===== src/rtl/ps2_pkg.sv =====
// Shared PS/2 definitions: host-transmit state encoding, 40 MHz timing defaults and parity helper.
package ps2_pkg;

  typedef enum logic [2:0] {
    StIdle,
    StInhibit,
    StReq,
    StStart,
    StShift,
    StAck,
    StWaitIdle
  } ps2_tx_state_t;

  localparam int unsigned PS2_INHIBIT_CYCLES_40M = 4000;
  localparam int unsigned PS2_TIMEOUT_CYCLES_40M = 600000;
  localparam int unsigned PS2_FILTER_CYCLES      = 8;

  function automatic logic ps2_odd_parity(input logic [7:0] b);
    return ~^b;
  endfunction

endpackage


===== src/rtl/ps2_host_tx_if.sv =====
// Core-side byte handshake and completion status for the PS/2 host transmitter.
interface ps2_host_tx_if;
  logic [7:0] tx_data;
  logic       tx_valid;
  logic       tx_ready;
  logic       busy;
  logic       done;
  logic       error;

  modport master (
    output tx_data, tx_valid,
    input  tx_ready, busy, done, error
  );

  modport slave (
    input  tx_data, tx_valid,
    output tx_ready, busy, done, error
  );
endinterface


===== src/rtl/ps2_line_sync.sv =====
// One PS/2 line: 2-flop synchronizer, optional stable-level filter (FilterCycles > 0),
// and a registered falling-edge pulse.
module ps2_line_sync #(
  parameter int unsigned FilterCycles = 0
) (
  input  logic clk_i,
  input  logic rst_i,
  input  logic pad_i,
  output logic level_o,
  output logic fall_o
);

  logic s1_q, s2_q, prev_q, fall_q;
  logic level;

  always_ff @(posedge clk_i) begin
    if (rst_i) begin
      s1_q <= 1'b1;
      s2_q <= 1'b1;
    end else begin
      s1_q <= pad_i;
      s2_q <= s1_q;
    end
  end

  if (FilterCycles > 0) begin : g_filter
    localparam int unsigned CntW = $clog2(FilterCycles + 1);
    logic [CntW-1:0] cnt_q;
    logic            filt_q;

    // The filtered level only follows after FilterCycles consecutive differing samples.
    always_ff @(posedge clk_i) begin
      if (rst_i) begin
        filt_q <= 1'b1;
        cnt_q  <= '0;
      end else if (s2_q == filt_q) begin
        cnt_q <= '0;
      end else if (cnt_q == CntW'(FilterCycles - 1)) begin
        filt_q <= s2_q;
        cnt_q  <= '0;
      end else begin
        cnt_q <= cnt_q + 1'b1;
      end
    end

    assign level = filt_q;
  end else begin : g_direct
    assign level = s2_q;
  end

  always_ff @(posedge clk_i) begin
    if (rst_i) begin
      prev_q <= 1'b1;
      fall_q <= 1'b0;
    end else begin
      prev_q <= level;
      fall_q <= prev_q & ~level;
    end
  end

  assign level_o = level;
  assign fall_o  = fall_q;

endmodule


===== src/rtl/ps2_host_tx.sv =====
// PS/2 host-to-device transmitter: request-to-send, 11-bit frame on device clock, ack check.
// Define PS2_TX_FILTER_EN to glitch-filter the device clock before edge detection.
module ps2_host_tx
  import ps2_pkg::*;
#(
  parameter int unsigned InhibitCycles = PS2_INHIBIT_CYCLES_40M,
  parameter int unsigned TimeoutCycles = PS2_TIMEOUT_CYCLES_40M,
  parameter int unsigned FilterCycles  = PS2_FILTER_CYCLES
) (
  input  logic         clk_i,
  input  logic         rst_i,
  ps2_host_tx_if.slave tx_if,
  input  logic         ps2_clk_i,
  input  logic         ps2_data_i,
  output logic         ps2_clk_oe_o,
  output logic         ps2_data_oe_o
);

`ifdef PS2_TX_FILTER_EN
  localparam bit FilterOn = 1'b1;
`else
  localparam bit FilterOn = 1'b0;
`endif
  localparam int unsigned ClkFilterCycles = FilterOn ? FilterCycles : 0;
  localparam logic [12:0] InhibLast = 13'(InhibitCycles - 1);
  localparam logic [19:0] WdLast    = 20'(TimeoutCycles - 1);

  logic clk_level, clk_fall, data_level, data_fall;

  ps2_line_sync #(.FilterCycles(ClkFilterCycles)) u_clk_sync (
    .clk_i   (clk_i),
    .rst_i   (rst_i),
    .pad_i   (ps2_clk_i),
    .level_o (clk_level),
    .fall_o  (clk_fall)
  );

  ps2_line_sync #(.FilterCycles(0)) u_data_sync (
    .clk_i   (clk_i),
    .rst_i   (rst_i),
    .pad_i   (ps2_data_i),
    .level_o (data_level),
    .fall_o  (data_fall)
  );

  ps2_tx_state_t state_q;
  logic [9:0]    frame_q;
  logic [3:0]    bit_idx_q;
  logic [12:0]   inhib_cnt_q;
  logic [19:0]   wd_q;
  logic          ack_err_q, clk_oe_q, data_oe_q, ready_q, busy_q, done_q, error_q;
  logic          wd_active, wd_expired;

  assign wd_active  = state_q inside {StStart, StShift, StAck, StWaitIdle};
  // A device edge in the expiry cycle wins over the timeout.
  assign wd_expired = (wd_q == WdLast) && !clk_fall;

  always_ff @(posedge clk_i) begin
    if (rst_i) begin
      state_q     <= StIdle;
      frame_q     <= '0;
      bit_idx_q   <= '0;
      inhib_cnt_q <= '0;
      wd_q        <= '0;
      ack_err_q   <= 1'b0;
      clk_oe_q    <= 1'b0;
      data_oe_q   <= 1'b0;
      ready_q     <= 1'b1;
      busy_q      <= 1'b0;
      done_q      <= 1'b0;
      error_q     <= 1'b0;
    end else begin
      done_q <= 1'b0;
      if (wd_active) wd_q <= clk_fall ? '0 : wd_q + 1'b1;
      if (wd_active && wd_expired) begin
        clk_oe_q  <= 1'b0;
        data_oe_q <= 1'b0;
        busy_q    <= 1'b0;
        done_q    <= 1'b1;
        error_q   <= 1'b1;
        state_q   <= StIdle;
      end else begin
        unique case (state_q)
          StIdle: begin
            clk_oe_q  <= 1'b0;
            data_oe_q <= 1'b0;
            ready_q   <= 1'b1;
            if (tx_if.tx_valid && ready_q) begin
              frame_q     <= {1'b1, ps2_odd_parity(tx_if.tx_data), tx_if.tx_data};
              inhib_cnt_q <= '0;
              clk_oe_q    <= 1'b1;
              ready_q     <= 1'b0;
              busy_q      <= 1'b1;
              error_q     <= 1'b0;
              state_q     <= StInhibit;
            end
          end
          StInhibit: begin
            if (inhib_cnt_q == InhibLast) begin
              data_oe_q <= 1'b1;
              state_q   <= StReq;
            end else begin
              inhib_cnt_q <= inhib_cnt_q + 1'b1;
            end
          end
          StReq: begin
            clk_oe_q <= 1'b0;
            wd_q     <= '0;
            state_q  <= StStart;
          end
          StStart: begin
            if (clk_fall) begin
              bit_idx_q <= '0;
              data_oe_q <= ~frame_q[0];
              state_q   <= StShift;
            end
          end
          StShift: begin
            if (clk_fall) begin
              if (bit_idx_q == 4'd9) begin
                ack_err_q <= data_level;
                data_oe_q <= 1'b0;
                state_q   <= StAck;
              end else begin
                bit_idx_q <= bit_idx_q + 1'b1;
                data_oe_q <= ~frame_q[bit_idx_q + 4'd1];
              end
            end
          end
          StAck: state_q <= StWaitIdle;
          StWaitIdle: begin
            if (clk_level && data_level) begin
              done_q  <= 1'b1;
              error_q <= ack_err_q;
              busy_q  <= 1'b0;
              state_q <= StIdle;
            end
          end
          default: state_q <= StIdle;
        endcase
      end
    end
  end

  assign tx_if.tx_ready = ready_q;
  assign tx_if.busy     = busy_q;
  assign tx_if.done     = done_q;
  assign tx_if.error    = error_q;
  assign ps2_clk_oe_o   = clk_oe_q;
  assign ps2_data_oe_o  = data_oe_q;

endmodule

===== src/flat_wrapper.sv =====
// flat-port wrapper written by rule: the top's interface ports become plain ports
module ps2_host_tx_flat import ps2_pkg::*;
#(
  parameter int unsigned InhibitCycles = PS2_INHIBIT_CYCLES_40M,
  parameter int unsigned TimeoutCycles = PS2_TIMEOUT_CYCLES_40M,
  parameter int unsigned FilterCycles  = PS2_FILTER_CYCLES
)
  (clk_i, rst_i, ps2_clk_i, ps2_data_i, ps2_clk_oe_o, ps2_data_oe_o, tx_if_tx_data, tx_if_tx_valid, tx_if_tx_ready, tx_if_busy, tx_if_done, tx_if_error);
  ps2_host_tx_if tx_if_i ();
  input  logic clk_i;
  input  logic rst_i;
  input  logic ps2_clk_i;
  input  logic ps2_data_i;
  output logic ps2_clk_oe_o;
  output logic ps2_data_oe_o;
  input wire logic [$bits(tx_if_i.tx_data)-1:0] tx_if_tx_data;
  input wire logic [$bits(tx_if_i.tx_valid)-1:0] tx_if_tx_valid;
  output wire logic [$bits(tx_if_i.tx_ready)-1:0] tx_if_tx_ready;
  output wire logic [$bits(tx_if_i.busy)-1:0] tx_if_busy;
  output wire logic [$bits(tx_if_i.done)-1:0] tx_if_done;
  output wire logic [$bits(tx_if_i.error)-1:0] tx_if_error;
  assign tx_if_i.tx_data = tx_if_tx_data;
  assign tx_if_i.tx_valid = tx_if_tx_valid;
  assign tx_if_tx_ready = tx_if_i.tx_ready;
  assign tx_if_busy = tx_if_i.busy;
  assign tx_if_done = tx_if_i.done;
  assign tx_if_error = tx_if_i.error;
  ps2_host_tx #(.InhibitCycles(InhibitCycles), .TimeoutCycles(TimeoutCycles), .FilterCycles(FilterCycles)) u_core (.clk_i(clk_i), .rst_i(rst_i), .tx_if(tx_if_i), .ps2_clk_i(ps2_clk_i), .ps2_data_i(ps2_data_i), .ps2_clk_oe_o(ps2_clk_oe_o), .ps2_data_oe_o(ps2_data_oe_o));
endmodule

===== config.mk =====
export PLATFORM = sky130hd
export DESIGN_NAME = ps2_host_tx_flat
export DESIGN_NICKNAME = d
export VERILOG_FILES = /design/src/rtl/ps2_pkg.sv /design/src/rtl/ps2_host_tx_if.sv /design/src/rtl/ps2_line_sync.sv /design/src/rtl/ps2_host_tx.sv /design/src/flat_wrapper.sv
export SDC_FILE = /design/constraint.sdc
export NUM_CORES = 1
export LEC_CHECK = 0
export CAP_MARGIN = 20
export CORE_ASPECT_RATIO = 1.5
export CORE_MARGIN = 3
export CORE_UTILIZATION = 50
export DETAILED_ROUTE_END_ITERATION = 8
export DONT_BUFFER_PORTS = 1
export PLACE_DENSITY_LB_ADDON = 0.12
export SLEW_MARGIN = 30
export SYNTH_ARGS = -nofsm -noshare
export SYNTH_HDL_FRONTEND = slang
export SYNTH_HIERARCHICAL = 1
export SYNTH_SLANG_ARGS = --single-unit

===== constraint.sdc =====
create_clock -name clk_i -period 3.1 [get_ports clk_i]
set_clock_uncertainty 0.2 [all_clocks]
set_input_delay 0.62 -clock clk_i [delete_from_list [all_inputs] [get_ports clk_i]]
set_output_delay 0.62 -clock clk_i [all_outputs]
set_load 0.01 [all_outputs]

==> results of run 1 <==
state kept, by name, indices dropped and copies added, names as in the netlist:
register,flops
u_core/ack_err_q,1
u_core/bit_idx_q,4
u_core/frame_q,10
u_core/inhib_cnt_q,13
u_core/ps2_clk_oe_o,1
u_core/ps2_data_oe_o,1
u_core/state_q,3
u_core/tx_if.busy,1
u_core/tx_if.done,1
u_core/tx_if.error,1
u_core/tx_if.tx_ready,1
u_core/u_clk_sync/fall_o,1
u_core/u_clk_sync/level_o,1
u_core/u_clk_sync/prev_q,1
u_core/u_clk_sync/s1_q,1
u_core/u_data_sync/level_o,1
u_core/u_data_sync/s1_q,1
u_core/wd_q,20
layout make-up:
type                            instances  area [sq um]
Tap cell                               72          90.1
Clock inverter                          6          37.5
Inverter                                9          33.8
Fill cell                             542          2640
Timing Repair Buffer                    2          15.0
Clock buffer                           10           128
Sequential cell                        63          1260
Multi-Input combinational cell        280          1670
stage by stage:
step / worst slack (ns) / hold slack, ns / cells
after floorplan: 1.17 / 0.185 / 370
after CTS: 0.556 / 0.130 / 442
after detailed placement: 0.571 / 0.191 / 426
after global routing: 0.364 / 0.127 / 442
final: 0.545 / 0.153 / 442
after global placement: 0.627 / 0.188 / 426
report_power, final:
group	total, uW	switching [uW]	internal [uW]
Combinational	133	76.1	56.8
Sequential	865	28.6	836
Clock	600	314	285
path summary, 6_finish.rpt:
check | startpoint | endpoint | cells past startpoint
worst min register to register | u_core/u_clk_sync/s1_q$_SDFF_PP1_ | u_core/u_clk_sync/level_o$_SDFF_PP1_ | 1
worst max register to register | u_core/state_q[0]$_SDFFE_PP0P_ | u_core/inhib_cnt_q[9]$_SDFFE_PP0P_ | 5
worst min-delay path | rst_i | u_core/bit_idx_q[2]$_SDFFE_PP0P_ | 1
worst max-delay path | u_core/state_q[0]$_SDFFE_PP0P_ | u_core/inhib_cnt_q[9]$_SDFFE_PP0P_ | 5
metal layers:
| metal | vias to the layer above | wire length (microns) | share of wire, % |
|---|---|---|---|
| met3 | 14 | 150 | 2.4 |
| met5 | - | 0 | 0 |
| met4 | 0 | 155 | 2.5 |
| met2 | 28 | 3210 | 52 |
| met1 | 1178 | 2620 | 43 |
| li1 | 1293 | - | - |
worst max-delay path, stage by stage (launching register included):
cell and delay (ns):
dfxtp_1 0.49, nor3_4 0.29, and3_1 0.55, a21oi_2 0.26, or4_1 0.56, a21oi_1 0.15
==> flow_metrics.env, run 1 <==
export IMPL_hold_viol_final=0
export IMPL_core_sq_um=5870
export IMPL_syn_instance_count=370
export IMPL_p_per_area_nw_per_um2=495
export IMPL_routed_wl_mm=6.14
export IMPL_slew_violations=0
export IMPL_antennaDiodeCount=0
export IMPL_ctsRootBufferMaster="clkbuf_8"
export IMPL_required_ns=3.16
export IMPL_grtUsageMet3_pct=3.77
export IMPL_htreeDepth=3
export IMPL_dieArea_sq_um=7100
export IMPL_mostFrequentLayoutCells="dfxtp_1 (63), nand2_1 (46), nor2_1 (42)"
export IMPL_power_total_uw=1600
export IMPL_maxSlewHeadroom_pct=44.1
export IMPL_drt_initial_drc_count=65
export IMPL_ir_drop_mv=0.304
export IMPL_worst_setup_path_type="reg -> reg"
export IMPL_placement_cell_area_sq_um=3070
export IMPL_fin_util_pct=55.0
export IMPL_ant_nets=0
export IMPL_grt_pass1_wl_mm=10.4
export IMPL_cts_hold_buf=0
export IMPL_grt_busiest_layer="met2"
export IMPL_hpwl_mm=4.41
export IMPL_cts_max_path_buffers=2
export IMPL_avgSynthCellArea_sq_um=8.25
export IMPL_clk_latency_ns=0.33
export IMPL_gp_congestion=0.747
export IMPL_first_pass_iters=4
export IMPL_grt_ovfl_total=0
export IMPL_maxClockFrequency_mhz=391
export IMPL_cts_num_sinks=63
export IMPL_tns_ns=0
export IMPL_grt_usage_pct=18.4
export IMPL_cp_end_kind="flip-flop"
export IMPL_syn_area_sq_um=3050
export IMPL_area_growth_syn_to_layout_pct=5.78
export IMPL_cts_buffers=9
export IMPL_grt_max_degree=27
export IMPL_final_area_sq_um=3230
export IMPL_status="completed"
export IMPL_finalNetCount=382
export IMPL_dieWidth_microns=69.8
export IMPL_setup_violations=0
export IMPL_ios=19
export IMPL_synth_nets=387
export IMPL_ctsResizeCount=0
export IMPL_ff2ff_setup_slack_ns=0.55
export IMPL_final_common_cell="dfxtp_1"
export IMPL_use_met1_pct=20.0
export IMPL_cts_tree="yes"
export IMPL_start_util_pct=52.0
export IMPL_post_cts_buffers=0
export IMPL_min_period_ns=2.55
export IMPL_vias_per_cell=5.69
export IMPL_fp_dieH_microns=102
export IMPL_layout_drive_gt1_share_pct=8.38
export IMPL_period_share_pct=82.4
export IMPL_clkTransAtPathRegs_ns=0.07
export IMPL_drc=0
export IMPL_grt_pass1_vias=2355
export IMPL_max_cap_violations=0
export IMPL_hp_class="in -> reg"
export IMPL_via_count=2513
export IMPL_worst_ep_arrival_time_ns=2.62
export IMPL_leakagePower_uw=0.00106
export IMPL_fp_row_count=34
export IMPL_yosysWarnings=6
export IMPL_grt_util_met2_pct=33.4
export IMPL_wl_per_cell_microns=13.9
export IMPL_io_buffer_count=0
export IMPL_crit_fanout=20
export IMPL_rsz0062_at_grt="no"
export IMPL_grt_antenna_before_repair=0
export IMPL_critPathLaunchType="flip-flop"
export IMPL_worst_slew_pin_transition_ns=0.834
Power figures use the tool's default switching activity.
==> inputs of run 2 (changes only) <==
clock period = 2.6 ns   (was 3.1 ns; I/O delays follow)
==> flow_metrics.env, run 2 (synthesized netlist as in run 1, its figures left out) <==
export IMPL_status="completed"
export IMPL_cpPeakStageDelay_ns=0.60
export IMPL_grt_pass1_wl_mm=10.8
export IMPL_via_count=2538
export IMPL_fp_row_count=34
export IMPL_hp_class="in -> reg"
export IMPL_place_ws_ns=0.355
export IMPL_critPathLaunch="u_core/state_q[2]$_SDFFE_PP0P_"
export IMPL_area_growth_syn_to_layout_pct=8.56
export IMPL_grt_pass1_vias=2360
export IMPL_critPathLaunchType="flip-flop"
export IMPL_power_internal_uw=1610
export IMPL_leakagePower_uw=0.00112
export IMPL_fin_ws_ns=0.315
export IMPL_worst_setup_path_type="reg -> reg"
export IMPL_crit_fanout=14
export IMPL_period_share_pct=87.9
export IMPL_dp_cells=432
export IMPL_fp_dieH_microns=102
export IMPL_worstHoldStart="rst_i"
export IMPL_power_share_clock_pct=42.5
export IMPL_largest_reg_flops=20
export IMPL_p_per_area_nw_per_um2=632
export IMPL_ctsRootBufferMaster="clkbuf_8"
export IMPL_gp_congestion=0.805
export IMPL_slowest_stage="dfxtp_1"
export IMPL_ff2ff_setup_slack_ns=0.31
export IMPL_cts_num_sinks=63
export IMPL_cts_buffers=9
export IMPL_rsz0062_at_grt="no"
export IMPL_clk_latency_ns=0.33
export IMPL_dieWidth_microns=69.8
export IMPL_combPwrFrac_pct=8.4
export IMPL_grt_antenna_before_repair=0
export IMPL_hold_viol_final=0
export IMPL_grt_ovfl_total=0
export IMPL_required_ns=2.67
export IMPL_final_cell_count_no_fill=448
export IMPL_ir_drop_mv=0.449
export IMPL_cts_hold_buf=0
export IMPL_final_common_cell="dfxtp_1"
export IMPL_finalNetCount=388
export IMPL_placement_cell_area_sq_um=3110
export IMPL_grt_max_degree=27
export IMPL_worstPathCellList="a21boi_2 > o211ai_1 > or4_1 > a21oi_1"
export IMPL_worst_slew_pin_transition_ns=0.783
export IMPL_first_pass_iters=4
export IMPL_mostFrequentLayoutCells="dfxtp_1 (63), nand2_1 (46), nor2_1 (42)"
export IMPL_largest_register="u_core/wd_q"
export IMPL_start_util_pct=52.0
export IMPL_post_cts_buffers=0
export IMPL_routed_wl_mm=6.29
export IMPL_max_cap_violations=0
export IMPL_wl_per_cell_microns=14.0
export IMPL_dieArea_sq_um=7100
export IMPL_hpwl_mm=4.51
export IMPL_min_period_ns=2.29
export IMPL_setup_violations=0
export IMPL_clkTransAtPathRegs_ns=0.07
export IMPL_ctsResizeCount=0
export IMPL_grt_usage_pct=19.1
export IMPL_rr_startpoint="u_core/state_q[2]$_SDFFE_PP0P_"
export IMPL_core_sq_um=5870
export IMPL_slew_violations=0
export IMPL_ios=19
export IMPL_cp_end_kind="flip-flop"
export IMPL_maxSlewHeadroom_pct=47.6
export IMPL_p_switching_uw=482
export IMPL_io_buffer_count=0
export IMPL_cts_max_path_buffers=2
export IMPL_cp_top_family="compound AO/OA/AOI/OAI gates"
export IMPL_cts_tree="yes"
export IMPL_final_area_sq_um=3320
export IMPL_antennaDiodeCount=0
export IMPL_power_total_uw=2100
export IMPL_top_regs="u_core/wd_q: 20 flops, u_core/inhib_cnt_q: 13 flops, u_core/frame_q: 10 flops"
export IMPL_htreeDepth=3
export IMPL_maxClockFrequency_mhz=438
export IMPL_layout_drive_gt1_share_pct=9.31
export IMPL_tns_ns=0
export IMPL_vias_per_cell=5.67
export IMPL_drc=0
export IMPL_seqPwrFrac_pct=49.1
export IMPL_drt_initial_drc_count=136
export IMPL_worst_ep_arrival_time_ns=2.35
export IMPL_ant_nets=0
export IMPL_path_buf_inv=0
export IMPL_swShare_pct=23.0
-- run 2: final cells by class --
class | count | area, sq um
clock buffer | 12 | 135
clock inverter | 4 | 70.1
fill | 577 | 2550
inverter | 9 | 33.8
multi-input combinational | 280 | 1670
sequential | 63 | 1260
tap | 72 | 90.1
timing repair buffer | 8 | 60.1
-- run 2: power groups by stage --
stage | Clock (uW) | Combinational (uW) | Sequential [uW]
4_1_cts | 921 | 178 | 1030
6_report | 891 | 176 | 1030
3_5_place_dp | 0 | 177 | 1050
5_1_grt | 952 | 199 | 1030
3_3_place_gp | 0 | 174 | 1050
2_1_floorplan | 0 | 159 | 1040
-- run 2: metrics by stage --
stage / utilization (%) / hold WS [ns]
3_3_place_gp: 53.0 / 0.187
3_5_place_dp: 53.0 / 0.196
2_1_floorplan: - / 0.185
6_report: 56.5 / 0.0559
5_1_grt: 56.5 / 0.0313
4_1_cts: 56.5 / 0.0313
-- run 2: worst paths after layout --
path                                           endpoint  depth (start not counted)
hold reg to reg   u_core/u_data_sync/level_o$_SDFF_PP1_                          1
setup / recovery             u_core/wd_q[12]$_SDFF_PP0_                          4
setup reg to reg             u_core/wd_q[12]$_SDFF_PP0_                          4
hold / removal           u_core/frame_q[4]$_SDFFE_PP0P_                          1
-- run 2: per-layer routing --
metal  GRT usage [%]  wire length [microns]  vias to the layer above
li1                -                      -                     1296
met2            34.2                   3240                       49
met5               0                      0                        -
met3            4.77                    233                       15
met1            21.3                   2670                     1178
met4            8.55                    144                        0
-- run 2: worst register-to-register path, delay by kind of cell, from the launching register on --
| kind | cells | cell delay, ns |
|---|---|---|
| and+or+nand+nor | 1 | 0.60 |
| DFF | 1 | 0.60 |
| AOI/OAI and AO/OA | 3 | 0.82 |
